<file path="config.mk">
export PLATFORM = sky130hd
export DESIGN_NAME = calc_1
export DESIGN_NICKNAME = d
export VERILOG_FILES = /design/src/rtl/calc_1.sv
export SDC_FILE = /design/constraint.sdc
export NUM_CORES = 1
export LEC_CHECK = 0
export CAP_MARGIN = 10
export CORE_MARGIN = 5
export CORE_UTILIZATION = 45
export DETAILED_ROUTE_END_ITERATION = 7
export HOLD_SLACK_MARGIN = 0.05
export PLACE_DENSITY = 0.72
export SKIP_LAST_GASP = 1
export SLEW_MARGIN = 20
export SYNTH_ARGS = -nofsm -noshare
export SYNTH_HDL_FRONTEND = slang
export SYNTH_SLANG_ARGS = --single-unit
</file>
<file path="constraint.sdc">
create_clock -name c_clk -period 81.3 [get_ports c_clk]
set_clock_uncertainty 0.15 [all_clocks]
set_input_delay 20.325 -clock c_clk [delete_from_list [all_inputs] [get_ports c_clk]]
set_output_delay 20.325 -clock c_clk [all_outputs]
set_load 0.02 [all_outputs]
</file>
<file path="src/rtl/calc_1.sv">
`default_nettype none
// ============================================================================
// calc_1 : four-port 32-bit calculator sharing one add/sub and one shift unit
// Rev 1.0
// ============================================================================
module calc_1 (
  input  logic        c_clk,
  input  logic [1:7]  reset,
  input  logic [0:3]  req1_cmd_in,
  input  logic [0:31] req1_data_in,
  input  logic [0:3]  req2_cmd_in,
  input  logic [0:31] req2_data_in,
  input  logic [0:3]  req3_cmd_in,
  input  logic [0:31] req3_data_in,
  input  logic [0:3]  req4_cmd_in,
  input  logic [0:31] req4_data_in,
  output logic [0:31] out_data1,
  output logic [0:1]  out_resp1,
  output logic [0:31] out_data2,
  output logic [0:1]  out_resp2,
  output logic [0:31] out_data3,
  output logic [0:1]  out_resp3,
  output logic [0:31] out_data4,
  output logic [0:1]  out_resp4
);

  localparam int         NPORTS   = 4;
  localparam logic [3:0] CMD_NOP  = 4'd0;
  localparam logic [3:0] CMD_ADD  = 4'd1;
  localparam logic [3:0] CMD_SUB  = 4'd2;
  localparam logic [3:0] CMD_SHL  = 4'd5;
  localparam logic [3:0] CMD_SHR  = 4'd6;
  localparam logic [1:0] RESP_NONE = 2'd0;
  localparam logic [1:0] RESP_OK   = 2'd1;
  localparam logic [1:0] RESP_ERR  = 2'd2;

  typedef enum logic [1:0] {
    IDLE      = 2'd0,
    OP2       = 2'd1,
    WAIT_UNIT = 2'd2,
    RESP      = 2'd3
  } state_t;

  logic rst;
  assign rst = |reset;

  logic [3:0]  cmd_in  [NPORTS];
  logic [31:0] data_in [NPORTS];

  assign cmd_in[0]  = req1_cmd_in;
  assign cmd_in[1]  = req2_cmd_in;
  assign cmd_in[2]  = req3_cmd_in;
  assign cmd_in[3]  = req4_cmd_in;
  assign data_in[0] = req1_data_in;
  assign data_in[1] = req2_data_in;
  assign data_in[2] = req3_data_in;
  assign data_in[3] = req4_data_in;

  state_t      state  [NPORTS];
  logic [3:0]  cmd_q  [NPORTS];
  logic [31:0] op1_q  [NPORTS];
  logic [31:0] op2_q  [NPORTS];
  logic [1:0]  resp_q [NPORTS];
  logic [31:0] data_q [NPORTS];

  assign out_data1 = data_q[0];
  assign out_data2 = data_q[1];
  assign out_data3 = data_q[2];
  assign out_data4 = data_q[3];
  assign out_resp1 = resp_q[0];
  assign out_resp2 = resp_q[1];
  assign out_resp3 = resp_q[2];
  assign out_resp4 = resp_q[3];

  function automatic logic is_addsub(input logic [3:0] c);
    return (c == CMD_ADD) || (c == CMD_SUB);
  endfunction

  function automatic logic is_shift(input logic [3:0] c);
    return (c == CMD_SHL) || (c == CMD_SHR);
  endfunction

  // Per-port unit requests, only raised once both operands are held.
  logic [NPORTS-1:0] want_as;
  logic [NPORTS-1:0] want_sh;

  always_comb begin
    want_as = '0;
    want_sh = '0;
    for (int p = 0; p < NPORTS; p++) begin
      if (state[p] == WAIT_UNIT) begin
        want_as[p] = is_addsub(cmd_q[p]);
        want_sh[p] = is_shift(cmd_q[p]);
      end
    end
  end

  // Fixed priority: scanning downwards lets the lowest-numbered port win.
  logic       as_valid;
  logic [1:0] as_sel;
  logic       sh_valid;
  logic [1:0] sh_sel;

  always_comb begin
    as_valid = 1'b0;
    as_sel   = 2'd0;
    sh_valid = 1'b0;
    sh_sel   = 2'd0;
    for (int p = NPORTS - 1; p >= 0; p--) begin
      if (want_as[p]) begin
        as_valid = 1'b1;
        as_sel   = p[1:0];
      end
      if (want_sh[p]) begin
        sh_valid = 1'b1;
        sh_sel   = p[1:0];
      end
    end
  end

  // Shared add/subtract unit; bit 32 is carry-out on add and borrow on sub.
  logic [31:0] as_a;
  logic [31:0] as_b;
  logic        as_sub;
  logic [32:0] as_full;
  logic        as_err;

  assign as_a    = op1_q[as_sel];
  assign as_b    = op2_q[as_sel];
  assign as_sub  = (cmd_q[as_sel] == CMD_SUB);
  assign as_full = as_sub ? ({1'b0, as_a} - {1'b0, as_b})
                          : ({1'b0, as_a} + {1'b0, as_b});
  assign as_err  = as_full[32];

  // Shared shift unit; only the low five bits of operand 2 are meaningful.
  logic [31:0] sh_a;
  logic [4:0]  sh_amt;
  logic        sh_left;
  logic [31:0] sh_res;

  assign sh_a    = op1_q[sh_sel];
  assign sh_amt  = op2_q[sh_sel][4:0];
  assign sh_left = (cmd_q[sh_sel] == CMD_SHL);
  assign sh_res  = sh_left ? (sh_a << sh_amt) : (sh_a >> sh_amt);

  always_ff @(posedge c_clk or posedge rst) begin
    if (rst) begin
      for (int p = 0; p < NPORTS; p++) begin
        state[p]  <= IDLE;
        cmd_q[p]  <= CMD_NOP;
        op1_q[p]  <= '0;
        op2_q[p]  <= '0;
        resp_q[p] <= RESP_NONE;
        data_q[p] <= '0;
      end
    end else begin
      for (int p = 0; p < NPORTS; p++) begin
        case (state[p])
          IDLE: begin
            if (cmd_in[p] != CMD_NOP) begin
              cmd_q[p] <= cmd_in[p];
              op1_q[p] <= data_in[p];
              state[p] <= OP2;
            end
          end

          OP2: begin
            op2_q[p] <= data_in[p];
            state[p] <= WAIT_UNIT;
          end

          WAIT_UNIT: begin
            if (!is_addsub(cmd_q[p]) && !is_shift(cmd_q[p])) begin
              resp_q[p] <= RESP_ERR;
              data_q[p] <= '0;
              state[p]  <= RESP;
            end else if (as_valid && (as_sel == p[1:0]) && is_addsub(cmd_q[p])) begin
              resp_q[p] <= as_err ? RESP_ERR : RESP_OK;
              data_q[p] <= as_err ? 32'd0 : as_full[31:0];
              state[p]  <= RESP;
            end else if (sh_valid && (sh_sel == p[1:0]) && is_shift(cmd_q[p])) begin
              resp_q[p] <= RESP_OK;
              data_q[p] <= sh_res;
              state[p]  <= RESP;
            end
          end

          RESP: begin
            // The clearing edge may already accept the next command.
            resp_q[p] <= RESP_NONE;
            data_q[p] <= '0;
            if (cmd_in[p] != CMD_NOP) begin
              cmd_q[p] <= cmd_in[p];
              op1_q[p] <= data_in[p];
              state[p] <= OP2;
            end else begin
              state[p] <= IDLE;
            end
          end

          default: state[p] <= IDLE;
        endcase
      end
    end
  end

endmodule
`default_nettype wire

</file>
==> impl_metrics.csv <==
group,metric,value,unit
detailed_routing,first_iter_violations,3347,
yosys,yosys-top-cells-count,"dfrtp_1, mux2_2, nand2_1",
detailed_routing,via_per_inst,6.77,
cts,insertion_delay,0.60,ns
cts,cts_root_buf,"clkbuf_16",
floorplan,io_pins,288,
yosys,synth-seq-cells,416,
global_routing,antenna_found_initial,3,
critical_path,crit_path_cell_trace,"clkdlybuf4s50_1 > or4_1 > nor4_2 > buf_12 > buf_12",
yosys,yosysMostFrequentCell,"dfrtp_1",
sta,slew_headroom,19.0,%
min_path,hold_path_depth,2,
sta,drv_slew,0,
yosys,synth_seq_area_share,41.3,%
min_path,hold_end,"out_data4[14]",
finish,antenna_cells,0,
global_routing,grt_usage,33.4,%
global_routing,grt_start_max_net_pins,169,
detailed_routing,firstDrtPassIters,6,
global_routing,grt_pass1_vias,23931,
yosys,syn_area,25200,um^2
critical_path,critPathLaunchType,"input port",
cts,post_cts_resized,0,
cts,numCtsBuffers,46,
critical_path,cp_slowest_cell,"buf_12",
finish,fin_nets,2974,
finish,nFillCells,4765,
floorplan,die_w,247,um
yosys,syn_avg_cell_area,9.89,um^2
min_path,worstHoldStart,"out_data4[14]",
cts,htreeDepth,2,
placed_design,io_buffers,287,
critical_path,arrival,23.18,ns
run,drv_cap,0,
sta,tightest_slew,1.20,ns
cts,clkSlewWorstSetupHoldPaths,0.06,ns
floorplan,die-height,247,um
yosys,yosys_most_used_dff,"dfrtp_1",
critical_path,worst_r2r_endpoint,"out_data4[6]",
critical_path,timing.critical_path.mode_cell,"buf_12",
finish,final_core_util,55.6,%
global_routing,grt_pass1_wl,155000,um
yosys,synthArstFlopShare,100,%
yosys,synth.area.top_cells,"dfrtp_1, mux2_2, mux2i_1",
yosys,synth_area_leader_cell,"dfrtp_1",
sta,final-setup-viol-count,0,
min_path,hp-class,"reg -> reg",
cts,cts_setup_buffers,0,
yosys,synth_top_area_share,41.3,%
placed_design,dp_hpwl,76300,um
yosys,ys_types,78,
cts,clock_path_buffers,3,
global_routing,grt_overflow,0,
critical_path,r2r_cells,25,
yosys,syn_inst,2550,
detailed_routing,wl,105000,um
sta,rsz0062_at_grt,"false",
detailed_routing,wl_per_cell,29.6,um
critical_path,worst_ep_required_time,81.71,ns
sta,finalSetupTns,0,ns
placed_design,gp_congestion,1.05,
sta,min_period,22.77,ns
floorplan,fp.dieArea,60900,um^2
sta,finalCritPeriodShare,28.0,%
critical_path,cpPeakStageDelay,0.62,ns
floorplan,initial_utilization,45.6,%
floorplan,num_rows,86,
cts,ctsHoldBuffers,0,
outcome,status,"complete, no violations",
yosys,syn_nets,2753,
sta,final_hold_viol_count,0,
critical_path,r2r_setup_slack,71.51,ns
critical_path,cp-end-kind,"async pin",
floorplan,core-area,55300,um^2
detailed_routing,drc,0,
critical_path,crit_fanout,168,
yosys,yosysWarnings,0,
finish,drive_gt1_share,16.0,%
critical_path,critical_path_class,"in -> async",
detailed_routing,postRouteAntennaNets,0,
sta,clock.fmax,43.9,MHz
yosys,synth-edff-count,0,
cts,cts_tree,"done",
finish,area_growth,22.0,%
critical_path,r2r_start,"state[2]",
cts,cts_sinks,416,
detailed_routing,routed-via-count,24068,
how the worst max path moves through the flow:
| stage | depth (start not counted) | start | endpoint |
|---|---|---|---|
| after floorplan | 1 | reset[7] | cmd_q[0] |
| after global placement | 5 | reset[5] | out_data1[25] |
| after detailed placement | 5 | reset[5] | out_data1[24] |
| after CTS | 5 | reset[5] | out_data4[31] |
| after global routing | 5 | reset[5] | op2_q[118] |
| final | 5 | reset[5] | op2_q[84] |
metrics by stage:
stage	setup WS (ns)	hold WS [ns]	std cells	area (um^2)
2_1_floorplan	3.08	0.323	2550	25200
3_3_place_gp	57.83	0.328	3471	29100
3_5_place_dp	57.82	0.326	3471	29100
4_1_cts	58.44	0.341	3556	30700
5_1_grt	58.26	0.375	3556	30800
6_report	58.53	0.341	3556	30800
per-layer routing:
metal,track usage (%),part of all wire [%],wire length [um]
met5,0,0.039,41
met2,53.9,46,48300
met3,8.38,10,10900
met4,16.2,5.8,6100
met1,42.1,38,40000
flip-flops by register name (all words and copies together) (netlist names):
register	cells
out_data1	32
out_resp4	2
out_data2	32
out_resp3	2
cmd_q	16
out_data3	32
op1_q	128
out_data4	32
state	8
op2_q	128
out_resp1	2
out_resp2	2
final cells by class:
type                    count  area [um^2]  share of cell area, %
well taps                 748          936                   3.04
clock buffers              60         1280                   4.18
inverters                  45          169                  0.549
flip-flops and latches    416        10400                   33.8
repair buffers            346         3340                   10.9
clock inverters            25          392                   1.27
multi-input cells        1916        14200                   46.3
cell usage in the layout, fill, tap and decap left out, types with 12 or more instances in the layout:
cell type        synthesis  layout
a211oi_1                15      15
a21o_1                  62      62
a21oi_1                 72      70
a221o_1                 35      35
a221oi_1                21      21
a22o_1                  12      12
a22oi_1                 80      80
a31oi_1                 52      51
buf_4                    0      56
clkbuf_16                0      47
clkdlybuf4s50_1          0     287
dfrtp_1                416     416
ha_1                    50      48
inv_1                   45      45
mux2_2                 263     263
mux2i_1                148     148
nand2_1                218     218
nand3_1                 33      33
nor2_1                 155     147
nor2b_1                 13      13
nor3_1                  39      37
o211ai_1                20      20
o21ai_0                129     127
o21ai_1                 44      44
o221ai_1                40      40
o22ai_1                 90      90
o311a_1                 31      31
o31ai_1                 14      14
or3_1                   44      44
xnor2_1                 33      32
xor2_1                  31      31
cells by family (layout without fill, tap and decap cells):
| kind of cell | Yosys count | count (layout) | share of synthesized area [%] |
|---|---|---|---|
| buffers and inverters | 218 | 476 | 3.27 |
| AO/OA/AOI/OAI | 801 | 801 | 22.2 |
| adder cells (fa/ha/maj) | 51 | 51 | 2.56 |
| flip-flops | 416 | 416 | 41.3 |
| AND/OR/NAND/NOR | 587 | 587 | 10.8 |
| multiplexers | 411 | 411 | 17.6 |
| XOR/XNOR | 66 | 66 | 2.35 |
critical path: cells and delay by family:
| family | cells | cell delay [ns] |
|---|---|---|
| buffers and inverters | 3 | 1.61 |
| AND/OR/NAND/NOR | 2 | 0.80 |
Power is not shown: default switching activity piles up to over one toggle a cycle in this logic, so the estimate is an artifact.
